==> src/rtl/h264_mbsched_pkg.sv <==
// Shared types and constants for the inter-path macroblock scheduler.
package h264_mbsched_pkg;

    typedef enum logic [2:0] {
        IDLE   = 3'd0,
        HDR    = 3'd1,
        HWAIT  = 3'd2,
        LUMA   = 3'd3,
        CHROMA = 3'd4,
        MBEND  = 3'd5,
        DRAIN  = 3'd6
    } mbsched_state_t;

    localparam int LUMA_COEFFS   = 256;
    localparam int CHROMA_COEFFS = 128;
    localparam int STALL_W       = 16;

endpackage

==> src/rtl/h264_mbpos_counter.sv <==
// Macroblock position tracker: MBX/MBY, completed-MB count, row wrap and NEWLINE.
module h264_mbpos_counter #(
    parameter int MBW_W = 8,
    parameter int MBC_W = 16
) (
    input  logic             CLK,
    input  logic             rst,
    input  logic             clr,
    input  logic             step,
    input  logic [MBW_W-1:0] mbwidth,
    input  logic [MBC_W-1:0] mbcount,
    output logic [MBW_W-1:0] mbx,
    output logic [MBW_W-1:0] mby,
    output logic             newline,
    output logic             last
);

    logic [MBC_W-1:0] mbdone;
    logic             row_end;

    assign row_end = (mbx == mbwidth - 1'b1);
    assign newline = step && row_end;
    // Evaluated in MBEND, before this MB is added to the done count.
    assign last    = ((mbdone + 1'b1) == mbcount);

    always_ff @(posedge CLK) begin
        if (rst || clr) begin
            mbx    <= '0;
            mby    <= '0;
            mbdone <= '0;
        end else if (step) begin
            mbdone <= mbdone + 1'b1;
            if (row_end) begin
                mbx <= '0;
                mby <= mby + 1'b1;
            end else begin
                mbx <= mbx + 1'b1;
            end
        end
    end

endmodule

==> src/rtl/h264_inter_mbsched.sv <==
// Inter coefficient-path MB scheduler: header trigger, luma then chroma forwarding into the buffer.
// Optional stall statistics enabled with `define H264_MBSCHED_STATS_EN.
module h264_inter_mbsched
    import h264_mbsched_pkg::*;
#(
    parameter int MBW_W = 8,
    parameter int MBC_W = 16
) (
    input  logic               CLK,
    input  logic               NEWSLICE,
    input  logic               START,
    input  logic [MBW_W-1:0]   MBWIDTH,
    input  logic [MBC_W-1:0]   MBCOUNT,
    input  logic               LVALID,
    input  logic [11:0]        LDATA,
    output logic               LREADY,
    input  logic               CVALID,
    input  logic [11:0]        CDATA,
    output logic               CREADY,
    output logic               BVALIDI,
    output logic [11:0]        BZIN,
    input  logic               BREADYI,
    input  logic               BDONE,
    output logic               NEWLINE,
    output logic               HSTART,
    input  logic               HDONE,
    output logic [MBW_W-1:0]   MBX,
    output logic [MBW_W-1:0]   MBY,
    output logic               BUSY,
    output logic               SLICEDONE,
    output logic [STALL_W-1:0] STALLCNT,
    output mbsched_state_t     STATE
);

    // Handshake: a coefficient moves on any cycle where the active source VALID and
    // BREADYI are both high; the source READY is BREADYI passed straight through.
    mbsched_state_t   state_q, state_d;
    logic [7:0]       cnt_q;
    logic [MBW_W-1:0] width_q;
    logic [MBC_W-1:0] count_q;
    logic             lxfer, cxfer, clr, step, last;

    assign lxfer = LVALID && BREADYI;
    assign cxfer = CVALID && BREADYI;
    assign BUSY  = (state_q != IDLE);
    assign STATE = state_q;

    always_comb begin
        state_d   = state_q;
        LREADY    = 1'b0;
        CREADY    = 1'b0;
        BVALIDI   = 1'b0;
        BZIN      = 12'h000;
        HSTART    = 1'b0;
        SLICEDONE = 1'b0;
        clr       = 1'b0;
        step      = 1'b0;
        case (state_q)
            IDLE: if (START) begin
                clr     = 1'b1;
                state_d = (MBCOUNT == '0) ? DRAIN : HDR;
            end
            HDR: begin
                HSTART  = 1'b1;
                state_d = HWAIT;
            end
            HWAIT: if (HDONE) state_d = LUMA;
            LUMA: begin
                BVALIDI = LVALID;
                BZIN    = LDATA;
                LREADY  = BREADYI;
                if (lxfer && cnt_q == 8'(LUMA_COEFFS - 1)) state_d = CHROMA;
            end
            CHROMA: begin
                BVALIDI = CVALID;
                BZIN    = CDATA;
                CREADY  = BREADYI;
                if (cxfer && cnt_q == 8'(CHROMA_COEFFS - 1)) state_d = MBEND;
            end
            MBEND: begin
                step    = 1'b1;
                state_d = last ? DRAIN : HDR;
            end
            DRAIN: if (BDONE) begin
                SLICEDONE = 1'b1;
                state_d   = IDLE;
            end
            default: state_d = IDLE;
        endcase
    end

    always_ff @(posedge CLK) begin
        if (NEWSLICE) begin
            state_q <= IDLE;
            cnt_q   <= 8'd0;
            width_q <= '0;
            count_q <= '0;
        end else begin
            state_q <= state_d;
            if (clr) begin
                width_q <= MBWIDTH;
                count_q <= MBCOUNT;
            end
            // Counter restarts whenever the phase ends, so chroma begins at zero.
            if ((state_q == LUMA && lxfer) || (state_q == CHROMA && cxfer))
                cnt_q <= (state_d == state_q) ? cnt_q + 8'd1 : 8'd0;
        end
    end

    h264_mbpos_counter #(.MBW_W(MBW_W), .MBC_W(MBC_W)) u_pos (
        .CLK     (CLK),
        .rst     (NEWSLICE),
        .clr     (clr),
        .step    (step),
        .mbwidth (width_q),
        .mbcount (count_q),
        .mbx     (MBX),
        .mby     (MBY),
        .newline (NEWLINE),
        .last    (last)
    );

`ifdef H264_MBSCHED_STATS_EN
    logic [STALL_W-1:0] stall_q;
    logic               stall_evt;

    assign stall_evt = ((state_q == LUMA) && LVALID && !BREADYI) ||
                       ((state_q == CHROMA) && CVALID && !BREADYI);

    always_ff @(posedge CLK) begin
        if (NEWSLICE || clr)
            stall_q <= '0;
        else if (stall_evt && stall_q != '1)
            stall_q <= stall_q + 1'b1;
    end

    assign STALLCNT = stall_q;
`else
    assign STALLCNT = '0;
`endif

endmodule
==> config.mk <==
export PLATFORM = sky130hd
export DESIGN_NAME = h264_inter_mbsched
export DESIGN_NICKNAME = d
export VERILOG_FILES = /design/src/rtl/h264_mbsched_pkg.sv /design/src/rtl/h264_mbpos_counter.sv /design/src/rtl/h264_inter_mbsched.sv
export SDC_FILE = /design/constraint.sdc
export NUM_CORES = 1
export LEC_CHECK = 0
export CORE_MARGIN = 8
export CORE_UTILIZATION = 40
export DETAILED_ROUTE_END_ITERATION = 10
export PLACE_DENSITY_LB_ADDON = 0.12
export SETUP_SLACK_MARGIN = 0.2
export SYNTH_ARGS = -nofsm -noshare
export SYNTH_HDL_FRONTEND = slang
export SYNTH_HIERARCHICAL = 1
export SYNTH_SLANG_ARGS = --single-unit
==> constraint.sdc <==
create_clock -name CLK -period 2.85 [get_ports CLK]
set_input_delay 0.855 -clock CLK [delete_from_list [all_inputs] [get_ports CLK]]
set_output_delay 0.855 -clock CLK [all_outputs]
set_load 0.005 [all_outputs]
==> flow_metrics.tcl, run 1 <==
set metrics [dict create \
    netlist_instances 492 \
    io_pins 110 \
    cp-end-kind "primary output" \
    clock.fmax_mhz 336 \
    cts_root_buffer "clkbuf_8" \
    final_cell_mix "74 x clkdlybuf4s50_1, 73 x nand2_1, 66 x buf_4" \
    min_path_type "flop to flop" \
    cp_max_fo 2 \
    clkTransAtPathRegs_ns 0.07 \
    setup_viol 2 \
    grtUsageTotal 0.172 \
    grt_max_degree 25 \
    antenna_found_initial 0 \
    overflow 0 \
    layout_commonest_cell "clkdlybuf4s50_1" \
    cts_max_path_buffers 2 \
    synth_cell_types 56 \
    tightest_slew_ns 0.510 \
    hpwl_um 8420 \
    clock-sinks 67 \
    period_share 1.04 \
    required_ns 2.00 \
    worstSetupPathType "flop to primary output" \
    synthArstFlopShare 0 \
    clock_latency_ns 0.35 \
    seq_area_um2 1360 \
    ir_worst_vdd_v 0.000237 \
    violations "negative setup slack" \
    maxCapViolations 0 \
    synth-edff-count 0 \
    finalMaxSlewViolations 0 \
    cts_tree "done" \
    first_pass_iters 4 \
    start_util 0.406 \
    grt_pass1_wl_um 18500 \
    multi_input_area_um2 2530 \
    place_congestion 0.835 \
    synth_flop_cell "dfxtp_1" \
    fin_ws_ns -0.126 \
    timing.final.crit_period_ns 2.98 \
    final_layout_size_suffix_gt1_frac 0.223 \
    leakage_nw 2.40 \
    report.power.total_mw 2.32 \
    fp.dieArea_um2 13200 \
    num_antenna_cells 0 \
    route.vias.total 3967 \
    arrival_ns 2.12 \
    die_h_um 115 \
    cts_buffers 9 \
    dr.first_iter.drc_count 176 \
    post-route-drc-count 0 \
    ys_ff_latch 67 \
    rsz0062_at_grt "yes" \
    status "finished, violations left" \
    finalHoldViolCount 0 \
    placeableCoreArea_um2 9640 \
    p_per_area_nw_per_um2 396 \
    ys_seq_area_frac 0.342 \
    placedCellCount 750 \
    routedWlPerCell_um 14.5 \
    yosys_warnings 6 \
    avgSynthCellArea_um2 7.96 \
    numPortBuffers 93 \
    ant_nets 0 \
    drt-vias-per-instance 5.03 \
    synthesis.area_um2 3920 \
    nNetsFinal 711 \
    fin_cells 788 \
    final.setup_skew_ns 0.00867 \
    flow.area_growth_from_synthesis_pct 49.5 \
    slew_headroom 0.659 \
    grt_pass1_vias 4008 \
    die_x_um 115 \
    fillers 857 \
    num_rows 36 \
    htree_levels 3 \
    startpoint_type "flop" \
    drt_wl_total_um 11400 \
    hold_ws_ns 0.472 \
]
[worst max-delay path, cell delays in order (launching register included)]
cell      delay, ns
dfxtp_2        0.32
or4_4          0.52
or3_4          0.35
a211oi_4       0.24
nand4_2        0.17
inv_2          0.08
buf_6          0.09
[Yosys cell counts, types with 3 or more instances]
master / instances / area, um2
or3_1: 10 / 62.6
xor2_1: 29 / 254
dfxtp_1: 67 / 1340
buf_2: 4 / 20.0
nor4_1: 6 / 37.5
a21oi_1: 40 / 200
a211oi_1: 3 / 22.5
and2_1: 5 / 31.3
nor3_1: 13 / 65.1
o21ai_0: 10 / 50.1
nor2_1: 42 / 158
nand2b_1: 3 / 18.8
a22o_1: 12 / 105
a31oi_1: 4 / 25.0
ha_1: 5 / 62.6
xnor2_1: 31 / 272
nand3_1: 15 / 75.1
nand2_1: 75 / 282
and3_1: 7 / 43.8
clkbuf_1: 21 / 78.8
or4_1: 3 / 22.5
nand4_1: 14 / 87.6
buf_4: 16 / 120
and4_1: 4 / 35.0
mux2i_1: 5 / 50.1
inv_1: 10 / 37.5
[through the flow]
step	util	TNS [ns]	worst slack [ns]	area, um2
after floorplan	-	0	0.0473	4050
after global placement	0.553	-0.248	-0.120	5330
after detailed placement	0.553	-0.574	-0.133	5330
after CTS	0.599	-0.205	-0.205	5770
after global routing	0.607	-0.925	-0.199	5860
final	0.607	-0.156	-0.126	5860
[cell families after synthesis]
group	count (synthesis)	share of synthesized area
adders and majority gates	5	0.0160
AOI/OAI and AO/OA	85	0.142
and+or+nand+nor	214	0.278
muxes	5	0.0128
buffers and inverters	54	0.0684
DFF	67	0.342
other	1	0.000958
xor gates and xnor gates	61	0.140
[routing by layer]
metal / up-vias / GRT usage / part of all wire
met4: 0 / 0.0525 / 0.015
met5: - / 0 / 0
li1: 1990 / - / -
met3: 17 / 0.0452 / 0.046
met1: 1877 / 0.186 / 0.41
met2: 83 / 0.320 / 0.53
[where the power goes]
group	internal, mW	switching, mW	leakage [nW]
clock network	0.364	0.367	0.0819
logic	0.285	0.285	1.76
registers	0.977	0.0379	0.550
[final timing paths]
path / startpoint / endpoint / slack [ns] / cells past startpoint
worst max-delay path: width_q[5]$_SDFFE_PP0P_ / NEWLINE / -0.13 / 6
worst min register to register: width_q[7]$_SDFFE_PP0P_ / width_q[7]$_SDFFE_PP0P_ / 0.47 / 2
worst min-delay path: width_q[7]$_SDFFE_PP0P_ / width_q[7]$_SDFFE_PP0P_ / 0.47 / 2
worst max register to register: width_q[5]$_SDFFE_PP0P_ / u_pos/mbx[1]$_SDFFE_PP0P_ / -0.03 / 17
[state kept, by name, summed over array words and instances, names as in the netlist]
signal and count:
count_q 16, u_pos/mbdone 16, cnt_q 8, u_pos/mbx 8, u_pos/mby 8, width_q 8
STATE 3
[layout make-up]
cell class | instances | share of cell area
multi-input combinational | 386 | 0.431
timing repair buffer | 174 | 0.269
sequential | 67 | 0.233
tap | 133 | 0.0284
clock buffer | 13 | 0.0271
inverter | 12 | 0.00769
clock inverter | 3 | 0.00385
[repair_timing]
action,CTS,global route
buffers inserted,18,3
hold buffers,0,0
gates resized for setup,60,18
cloned,1,0
setup endpoints to repair,24,14
hold endpoints to repair,0,0
pin swaps,15,7
(Power assumes the default switching activity.)
==> run 2: changes to the inputs <==
--- a/config.mk
+++ b/config.mk
@@ -7,6 +7,7 @@
 export LEC_CHECK = 0
 export CORE_MARGIN = 8
 export CORE_UTILIZATION = 40
+export CTS_CLUSTER_SIZE = 10
 export DETAILED_ROUTE_END_ITERATION = 10
 export PLACE_DENSITY_LB_ADDON = 0.12
 export SETUP_SLACK_MARGIN = 0.2
==> results of run 2 <==
Final layout, timing and power as in run 1 (identical DEF).
